### src/rtl/sync_fifo.sv
// Single-clock FIFO with selectable FWFT read mode, occupancy count,
// almost-full/almost-empty flags, synchronous flush and sticky error flags.
module sync_fifo #(
   parameter int DATA_WIDTH    = 8,
   parameter int DATA_DEPTH    = 16,
   parameter int ADDR_WIDTH    = 4,
   parameter int FWFT          = 0,
   parameter int AFULL_THRESH  = DATA_DEPTH - 2,
   parameter int AEMPTY_THRESH = 2
) (
   input  logic                  clk,
   input  logic                  rst,
   input  logic                  flush,
   input  logic                  wr_en,
   input  logic [DATA_WIDTH-1:0] wr_data,
   input  logic                  rd_en,
   output logic [DATA_WIDTH-1:0] rd_data,
   output logic                  rd_valid,
   output logic                  empty,
   output logic                  full,
   output logic                  almost_empty,
   output logic                  almost_full,
   output logic [ADDR_WIDTH:0]   count,
   output logic                  overflow,
   output logic                  underflow
);

   localparam int CNT_W = ADDR_WIDTH + 1;
   localparam logic [CNT_W-1:0] DEPTH_C  = CNT_W'(DATA_DEPTH);
   localparam logic [CNT_W-1:0] AFULL_C  = CNT_W'(AFULL_THRESH);
   localparam logic [CNT_W-1:0] AEMPTY_C = CNT_W'(AEMPTY_THRESH);
   localparam logic [CNT_W-1:0] ONE_C    = CNT_W'(1);
   localparam logic [CNT_W-1:0] ZERO_C   = {CNT_W{1'b0}};

   logic [DATA_WIDTH-1:0] mem_r [DATA_DEPTH];
   logic [CNT_W-1:0]      wr_ptr_r;
   logic [CNT_W-1:0]      rd_ptr_r;
   logic [CNT_W-1:0]      count_r;
   logic                  overflow_r;
   logic                  underflow_r;
   logic                  empty_s;
   logic                  full_s;
   logic                  wr_acc_s;
   logic                  rd_acc_s;
   logic [ADDR_WIDTH-1:0] wr_addr_s;
   logic [ADDR_WIDTH-1:0] rd_addr_s;

   // Status decode and request acceptance, all from the registered count
   always_comb begin
      empty_s   = (count_r == ZERO_C);
      full_s    = (count_r == DEPTH_C);
      wr_acc_s  = wr_en && !full_s && !flush && !rst;
      rd_acc_s  = rd_en && !empty_s && !flush && !rst;
      wr_addr_s = wr_ptr_r[ADDR_WIDTH-1:0];
      rd_addr_s = rd_ptr_r[ADDR_WIDTH-1:0];
   end

   // Pointer, occupancy and sticky error flag state
   always_ff @(posedge clk) begin
      if (rst || flush) begin
         wr_ptr_r    <= ZERO_C;
         rd_ptr_r    <= ZERO_C;
         count_r     <= ZERO_C;
         overflow_r  <= 1'b0;
         underflow_r <= 1'b0;
      end else begin
         if (wr_acc_s) begin
            wr_ptr_r <= wr_ptr_r + ONE_C;
         end
         if (rd_acc_s) begin
            rd_ptr_r <= rd_ptr_r + ONE_C;
         end
         case ({wr_acc_s, rd_acc_s})
            2'b10:   count_r <= count_r + ONE_C;
            2'b01:   count_r <= count_r - ONE_C;
            default: count_r <= count_r;
         endcase
         if (wr_en && full_s) begin
            overflow_r <= 1'b1;
         end
         if (rd_en && empty_s) begin
            underflow_r <= 1'b1;
         end
      end
   end

   // Storage array; deliberately never cleared by reset or flush
   always_ff @(posedge clk) begin
      if (wr_acc_s) begin
         mem_r[wr_addr_s] <= wr_data;
      end
   end

   // Status outputs
   always_comb begin
      empty        = empty_s;
      full         = full_s;
      almost_empty = (count_r <= AEMPTY_C);
      almost_full  = (count_r >= AFULL_C);
      count        = count_r;
      overflow     = overflow_r;
      underflow    = underflow_r;
   end

   generate
      if (FWFT == 0) begin : g_std
         logic [DATA_WIDTH-1:0] rd_data_r;
         logic                  rd_valid_r;

         // Registered read port: data appears the cycle after the pop
         always_ff @(posedge clk) begin
            if (rst) begin
               rd_data_r  <= {DATA_WIDTH{1'b0}};
               rd_valid_r <= 1'b0;
            end else if (flush) begin
               rd_valid_r <= 1'b0;
            end else if (rd_acc_s) begin
               rd_data_r  <= mem_r[rd_addr_s];
               rd_valid_r <= 1'b1;
            end else begin
               rd_valid_r <= 1'b0;
            end
         end

         assign rd_data  = rd_data_r;
         assign rd_valid = rd_valid_r;
      end else begin : g_fwft
         // Head word is presented directly; rd_en only acknowledges it
         always_comb begin
            rd_data  = {DATA_WIDTH{1'b0}};
            rd_valid = !empty_s;
            if (!empty_s) begin
               rd_data = mem_r[rd_addr_s];
            end else begin
               rd_data = {DATA_WIDTH{1'b0}};
            end
         end
      end
   endgenerate

endmodule

### config.mk
export PLATFORM = sky130hd
export DESIGN_NAME = sync_fifo
export DESIGN_NICKNAME = d
export VERILOG_FILES = /design/src/rtl/sync_fifo.sv
export SDC_FILE = /design/constraint.sdc
export NUM_CORES = 1
export LEC_CHECK = 0
export BUFFER_PORTS_ARGS = -buffer_cell sky130_fd_sc_hd__buf_2
export CORE_MARGIN = 3
export CORE_UTILIZATION = 35
export CTS_BUF_LIST = sky130_fd_sc_hd__clkbuf_16
export DETAILED_ROUTE_END_ITERATION = 10
export SLEW_MARGIN = 30
export SYNTH_ARGS = -nofsm -noshare
export SYNTH_HDL_FRONTEND = slang
export SYNTH_SLANG_ARGS = --single-unit
### constraint.sdc
create_clock -name clk -period 8 [get_ports clk]
set_input_delay 1.2 -clock clk [delete_from_list [all_inputs] [get_ports clk]]
set_output_delay 1.2 -clock clk [all_outputs]
set_load 0.03 [all_outputs]
==> impl_metrics.csv <==
group,metric,value,unit
status,status,"finished clean",
floorplan,initial_core_util,36.4,%
critical_path,max_stage_delay,0.59,ns
floorplan,die_h,139,µm
critical_path,cp_slowest_cell,"a211oi_4",
clock_tree,root_buffer,"clkbuf_16",
critical_path,crit_top_cell,"ha_1",
clock_tree,ctsResizeCount,0,
critical_path,crit_buf_inv,2,
route,drcViolationCount,0,
timing,finalSetupTns,0,ns
place,gp_congestion,0.732,
yosys,ys_types,42,
clock_tree,cts_tree,"built",
cells_and_area,area_growth,14.7,%
yosys,syn_inst,350,
timing,tightestPinTransition,0.919,ns
cells_and_area,nFillCells,1512,
hold_path,hold_path_class,"flop to flop",
timing,rsz0062_at_grt,"no",
cells_and_area,layout-drive-gt1-share,25.6,%
cells_and_area,multi_input_comb_area,0.00170,mm²
cells_and_area,fin_cells,620,
yosys,ys_warn_count,0,
timing,layout_worst_path_cycle_share,47.0,%
pwr,irDropWorstVdd,0.192,mV
place,hpwl,7860,µm
clock_tree,htreeDepth,4,
timing,setup_viol,0,
clock_tree,clock_sinks,152,
route,routed_wl,12000,µm
timing,relSlewSlack,38.5,%
route,wire_per_inst,19.4,µm
global_route,overflow,0,
clock_tree,post-cts-setup-buffers,0,
route,first_pass_iters,4,
clock_tree,cts_max_path_buffers,2,
floorplan,io_pins,33,
run,maxCapViolCount,0,
timing,clock.fmax,266,MHz
cells_and_area,seq_area,0.00433,mm²
critical_path,critPathTopFamily,"compound AO/OA/AOI/OAI gates",
yosys,syn_area,0.00616,mm²
route,ant_nets,0,
timing,hold_viol,0,
yosys,ys_seq_elements,152,
yosys,synth_nets,372,
timing,finalCriticalPeriod,3.76,ns
clock_tree,postCtsHoldBufs,0,
critical_path,cp.arrival,4.12,ns
critical_path,path_cells,"buf_2, or2_0, buf_4, a211oi_4, ha_1, xor2_1, ha_1, nor2_1, o32ai_1, a221oi_1, or3_1, a21oi_1",
critical_path,crit_type,"input port to flop",
critical_path,crit_path_max_fanout,19,
route,drtIter0Drc,216,
yosys,syn_area_per_cell,17.6,µm²
floorplan,core_area,0.0169,mm²
global_route,grt_pass1_wl,18900,µm
pwr,p_leak,2.33,nW
global_route,grt_usage,13.2,%
timing,skew,0.00907,ns
place,placed_cells,589,
clock_tree,clkLatencyLatePin,0.42,ns
cells_and_area,fin_nets,410,
cells_and_area,final_common_cell,"edfxtp_1",
global_route,grt_max_degree,35,
clock_tree,clk_pin_slew,0.06,ns
global_route,antenna_found_initial,0,
floorplan,die-area,0.0192,mm²
global_route,grt_pass1_vias,3234,
floorplan,die_w,139,µm
critical_path,critPathRequiredTime,8.36,ns
floorplan,rows,47,
critical_path,worst_setup_path_end_kind,"flop",
route,vias_per_cell,5.02,
yosys,ys_seq_area_share,70.1,%
clock_tree,cts_made_buffers,17,
cells_and_area,mostFrequentLayoutCells,"edfxtp_1 (128), buf_2 (32), nor2_1 (27), dfxtp_1 (23), mux4_2 (20)",
route,detailroute.via_count,3112,
critical_path,startpoint_type,"input port",
place,port_buffers,32,
timing,finalMaxSlewViolations,0,
pwr,powerDensity,229,mW/mm²
## report_power, final
group / switching [mW] / leakage (nW) / internal, mW
Clock: 0.302 / 0.267 / 0.422
Combinational: 0.0220 / 0.720 / 0.00870
Sequential: 0.00175 / 1.35 / 0.860
## final timing paths
kind | start | endpoint | slack (ns) | cells past startpoint
setup / recovery | rst | count[4] | 4.24 | 12
hold / removal | underflow | underflow | 0.48 | 2
setup reg to reg | count[2] | count[4] | 4.82 | 10
hold reg to reg | underflow | underflow | 0.48 | 2
## per-layer routing
| layer | up-vias | track usage, % | share of wire [%] |
|---|---|---|---|
| met5 | - | 0 | 0 |
| met4 | 0 | 5.25 | 1.7 |
| met3 | 19 | 3.38 | 4.5 |
| met2 | 75 | 20.8 | 47 |
| met1 | 1559 | 17.7 | 47 |
| li1 | 1459 | - | - |
## Yosys cell counts (all sizes together)
master,instances,area share [%]
edfxtp,128,62
mux4,32,12
nor2,27,1.6
dfxtp,24,7.8
a21oi,17,1.4
o22ai,16,1.6
buf,13,1.5
ha,9,1.8
nor2b,9,0.91
mux2,8,1.5
nand2,8,0.53
inv,7,0.43
clkbuf,6,0.37
xor2,6,0.85
nor3,5,0.49
nand2b,4,0.41
o21ai,4,0.32
a211oi,3,0.65
and2,3,0.30
mux2i,3,0.49
or3,3,0.30
xnor2,3,0.43
nand4,2,0.20
or2,2,0.20
a2111oi,1,0.14
a211o,1,0.14
a221oi,1,0.14
a31o,1,0.14
and3,1,0.10
and3b,1,0.14
nor3b,1,0.12
o32ai,1,0.14
## metrics by stage
stage          setup slack, ns  hold WS (ns)  instance area [µm²]  utilization (%)  total power, mW
2_1_floorplan             4.42         0.533                 6160                -            0.892
3_3_place_gp              3.96         0.446                 6530             38.6            0.908
3_5_place_dp              3.80         0.460                 6530             38.6            0.910
4_1_cts                   4.24         0.484                 7070             41.7             1.63
5_1_grt                   4.02         0.501                 7070             41.7             1.67
6_report                  4.24         0.477                 7070             41.8             1.62
## worst reg2reg max path: cells and delay by family, from the launching register on
kind / cells / cell delay (ns)
fa+ha+maj: 2 / 0.63
compound gates: 4 / 1.20
xor+xnor: 1 / 0.19
simple gates: 3 / 0.56
flops: 1 / 0.53
## cell type report
cell class	count	area share [%]
Sequential cell	152	61.2
Multi-Input combinational cell	172	24.1
Timing Repair Buffer	38	2.90
Tap cell	220	3.89
Antenna cell	1	0.0354
Clock inverter	13	1.57
Clock buffer	17	6.01
Inverter	7	0.371
## state kept, by name, indices dropped and copies added (netlist names)
signal and cells:
rd_ptr_r 4, rd_data 8, overflow 1, wr_ptr_r 4, count 5, rd_valid 1
underflow 1, mem_r 128
## logic make-up (layout without fill, tap and decap cells)
group | after synthesis | in the layout | share of synthesized area (%)
muxes | 43 | 43 | 14.4
and+or+nand+nor | 66 | 66 | 5.36
buffers and inverters | 26 | 75 | 2.33
adders and majority gates | 9 | 9 | 1.83
other | 0 | 1 | 0
AOI/OAI and AO/OA | 45 | 45 | 4.69
DFF | 152 | 152 | 70.1
xor gates and xnor gates | 9 | 9 | 1.28
Power figures use the tool's default switching activity.
